[config.mk]
export PLATFORM = sky130hd
export DESIGN_NAME = serial_adder_ctrl
export DESIGN_NICKNAME = d
export VERILOG_FILES = /design/src/rtl/serial_adder_ctrl.sv
export SDC_FILE = /design/constraint.sdc
export NUM_CORES = 1
export LEC_CHECK = 0
export ABC_AREA = 1
export ABC_CLOCK_PERIOD_IN_PS = 3300
export CAP_MARGIN = 25
export CORE_MARGIN = 5
export CORE_UTILIZATION = 46
export CTS_CLUSTER_DIAMETER = 40
export CTS_CLUSTER_SIZE = 14
export DETAILED_ROUTE_END_ITERATION = 7
export GPL_ROUTABILITY_DRIVEN = 0
export GPL_TIMING_DRIVEN = 1
export PLACE_DENSITY = 0.68
export SYNTH_ARGS = -nofsm -noshare
export SYNTH_HDL_FRONTEND = slang
export SYNTH_SLANG_ARGS = --single-unit
[constraint.sdc]
create_clock -name clk -period 3.3 [get_ports clk]
set_input_delay 0.99 -clock clk [delete_from_list [all_inputs] [get_ports clk]]
set_output_delay 0.99 -clock clk [all_outputs]
set_load 0.01 [all_outputs]
[src/rtl/serial_adder_ctrl.sv]
// serial_adder_ctrl: bit-serial WIDTH-bit adder that steps a two-half-adder full-adder cell LSB-first.
// The add is started by a start pulse and reported by a one-cycle done pulse.
module half_adder (
    input  logic a_i,
    input  logic b_i,
    output logic s_o,
    output logic c_o
);
    assign s_o = a_i ^ b_i;
    assign c_o = a_i & b_i;
endmodule

module serial_adder_ctrl #(
    parameter int WIDTH = 8
) (
    input  logic             clk,
    input  logic             rst_n,
    input  logic             start_in,
    input  logic [WIDTH-1:0] a_in,
    input  logic [WIDTH-1:0] b_in,
    input  logic             cin_in,
    output logic             busy_out,
    output logic             done_out,
    output logic [WIDTH-1:0] sum_out,
    output logic             carry_out
);
    localparam int CW = $clog2(WIDTH + 1);
    localparam logic [CW-1:0] LAST = CW'(WIDTH - 1);

    typedef enum logic [1:0] {IDLE, RUN, DONE} state_t;

    state_t           state_q;
    logic [WIDTH-1:0] a_q, b_q, res_q, res_d, sum_q;
    logic [CW-1:0]    cnt_q;
    logic             c_q, busy_q, done_q, carry_q;
    logic             s0, c0, s1, c1, cout_d;

    half_adder u_ha0 (.a_i(a_q[0]), .b_i(b_q[0]), .s_o(s0), .c_o(c0));
    half_adder u_ha1 (.a_i(s0),     .b_i(c_q),    .s_o(s1), .c_o(c1));

    assign cout_d = c0 | c1;
    // sum bit enters at the MSB so the LSB-first result lands in place after WIDTH shifts
    assign res_d = WIDTH'({s1, res_q} >> 1);

    always_ff @(posedge clk) begin
        if (!rst_n) begin
            state_q <= IDLE;
            a_q     <= '0;
            b_q     <= '0;
            res_q   <= '0;
            c_q     <= 1'b0;
            cnt_q   <= '0;
            busy_q  <= 1'b0;
            done_q  <= 1'b0;
            sum_q   <= '0;
            carry_q <= 1'b0;
        end else begin
            case (state_q)
                IDLE: begin
                    if (start_in) begin
                        a_q     <= a_in;
                        b_q     <= b_in;
                        c_q     <= cin_in;
                        cnt_q   <= '0;
                        busy_q  <= 1'b1;
                        state_q <= RUN;
                    end
                end
                RUN: begin
                    a_q   <= a_q >> 1;
                    b_q   <= b_q >> 1;
                    c_q   <= cout_d;
                    res_q <= res_d;
                    cnt_q <= cnt_q + CW'(1);
                    if (cnt_q == LAST) begin
                        sum_q   <= res_d;
                        carry_q <= cout_d;
                        done_q  <= 1'b1;
                        state_q <= DONE;
                    end
                end
                DONE: begin
                    done_q  <= 1'b0;
                    busy_q  <= 1'b0;
                    state_q <= IDLE;
                end
                default: state_q <= IDLE;
            endcase
        end
    end

    assign busy_out  = busy_q;
    assign done_out  = done_q;
    assign sum_out   = sum_q;
    assign carry_out = carry_q;
endmodule

==> results.md <==
- Status: finished, final reports clean
- Longest Clk Path Bufs: 2
- FF+latch count, synth: 41
- Overall routing resource usage: 0.134
- Post-CTS Setup Inserts: 0
- Via density: 4.85
- TNS Setup: 0 ns
- Final Slew Violations: 0
- Hold crit path type: register to register
- Period utilization: 0.678
- Vias after detailed routing: 1,488
- Worst Path Max Fanout: 16
- Nets@finish: 280
- Dpl ws: 0.772 ns
- Worst-path clk slew: 0.08 ns
- Non-Filler Instances: 307
- PwrDens: 490 nW/um2
- Post-Place Cells: 299
- WP data required: 3.48 ns
- Post-Synthesis Cells: 229
- First-pass GRT wire length: 5.49 mm
- Post-DP HPWL: 2.32 mm
- TritonCTS clock tree: built
- Hold depth: 2
- Final WL: 3.33 mm
- Core area: 3610 um2
- DRC Markers: 0
- Num rows: 22
- Number of I/O pins: 31
- Number of antenna violations at the first check in global routing: 0
- CTS buffer count: 5
- Worst rel slew slack: 0.635
- Post-CTS resize count: 0
- Die area: 5000 um2
- Initial core utilization: 0.470
- ANT nets after route: 0
- Slew @ Worst Pin: 0.546 ns
- Cell Area, Synth: 1690 um2
- Largest net degree at the start of global routing: 32
- Area Growth Syn to Fin: 23.9%
- DRT iter0 DRCs: 70
- N_diodes: 0
- Crit end category: register
- Final setup viols: 0
- Root buf cell: clkbuf_8
- I/O Buffers: 30
- R2R depth: 6
- Final hold vios: 0
- Die height: 70.7 um
- Critical Path Start Type: primary input
- F_max: 447 MHz
- WL/cell: 10.9 um
- Die X: 70.7 um
- Synth Warn #: 0
- Clock sink count: 41
- Avg Synthesized Cell Area: 7.40 um2
- Layout cell share with drive strength beyond 1: 0.0734
- Yosys cell types: 21
- Vias in the first global route: 1,298
- Post-Syn Nets: 251
- GRT overflow: 0
- CP Data Arrival Time: 2.42 ns
- Maxcap violations: 0
- Final worst clock skew: 0.00459 ns
- Final min period: 2.24 ns
- Final setup margin: 1.06 ns
- Worst-Skew Late Latency: 0.29 ns
- Register area share after synthesis: 0.484
- 1st-pass router iterations: 4
- RSZ-0062 raised after global routing: false
- Hold_buf cts: 0
- Critical path class: primary input to register
- Pleak: 0.872 nW
- H-tree level count: 2
- Maximum vdd drop: 271 uV
==> final timing paths <==
path | from | slack (ns) | endpoint
max | start_in | 1.06 | b_q[2]$_SDFFE_PN0P_
min | b_q[7]$_SDFFE_PN0P_ | 0.47 | b_q[7]$_SDFFE_PN0P_
max reg2reg | state_q[1]$_SDFFE_PN0P_ | 1.50 | sum_out[7]$_SDFFE_PN0P_
min reg2reg | b_q[7]$_SDFFE_PN0P_ | 0.47 | b_q[7]$_SDFFE_PN0P_
==> layer usage <==
metal  global-route usage  share of wire  vias to the layer above
li1                     -              -                      794
met1                0.165           0.47                      663
met2                0.220           0.46                       26
met3               0.0469          0.059                        5
met4               0.0376          0.011                        0
met5                    0              0                        -
==> cell usage in the layout (no fill, tap or decap) <==
cell type | Yosys | routed
clkdlybuf4s50_1 | 0 | 30
o21ai_0 | 14 | 14
o21ai_1 | 22 | 22
fa_1 | 1 | 1
ha_1 | 1 | 1
buf_4 | 1 | 3
o21ai_2 | 1 | 1
inv_2 | 1 | 1
nand4_1 | 1 | 1
nand3_1 | 11 | 11
nand2_1 | 53 | 53
clkinv_2 | 1 | 2
nor2_1 | 37 | 37
dfxtp_1 | 41 | 41
a21oi_1 | 14 | 14
a211oi_2 | 1 | 1
inv_1 | 15 | 15
nand2_2 | 3 | 3
clkbuf_8 | 0 | 7
nor2_2 | 1 | 1
==> cells by family after synthesis <==
logic type      count (synthesis)  share of synthesized area
fa+ha+maj                       2                     0.0192
compound gates                 52                      0.160
flops                          41                      0.484
buf+inv                        28                     0.0857
simple gates                  106                      0.250
==> synth_stat cells <==
library cell / number / share of area
nor2_1: 37 / 0.082
fa_1: 1 / 0.012
nand2_1: 53 / 0.12
buf_4: 1 / 0.0044
a211oi_2: 1 / 0.0074
clkinv_2: 1 / 0.0030
inv_2: 1 / 0.0022
ha_1: 1 / 0.0074
buf_2: 4 / 0.012
dfxtp_1: 41 / 0.48
a21oi_1: 14 / 0.041
nand4_1: 1 / 0.0037
inv_1: 15 / 0.033
nand3_1: 11 / 0.032
nor2_2: 1 / 0.0037
clkbuf_1: 2 / 0.0044
buf_6: 4 / 0.027
o21ai_2: 1 / 0.0052
o21ai_0: 14 / 0.041
o21ai_1: 22 / 0.065
nand2_2: 3 / 0.011
==> stage by stage <==
stage	hold WS (ns)	area, um2	power [mW]	util
finish	0.469	2100	1.03	0.582
global placement	0.453	2000	0.681	0.554
CTS	0.472	2100	1.04	0.582
global route	0.482	2100	1.08	0.582
floorplan	0.441	1690	0.644	-
detailed placement	0.460	2000	0.683	0.554
==> power breakdown <==
group	switching, mW	total (mW)	internal (mW)
Combinational	0.0734	0.130	0.0565
Sequential	0.0168	0.541	0.524
Clock	0.169	0.358	0.189
Total	0.259	1.03	0.770
==> critical path, stage by stage <==
cell and delay [ns]:
clkdlybuf4s50_1 0.46, o21ai_2 0.45, inv_2 0.24, o21ai_0 0.23, nor2_1 0.05
==> layout make-up <==
class,count,area (um2)
repair buffers,33,323
flip-flops and latches,41,821
inverters,17,65.1
well taps,48,60.1
clock inverters,1,5.00
clock buffers,7,96.3
fillers,362,1510
multi-input cells,160,728
==> registers in the layout, summed over array words and instances, names as in the netlist <==
name,count
sum_out,8
state_q,2
b_q,8
c_q,1
carry_out,1
cnt_q,4
busy_out,1
res_q,7
done_out,1
a_q,8
Power figures use the tool's default switching activity.
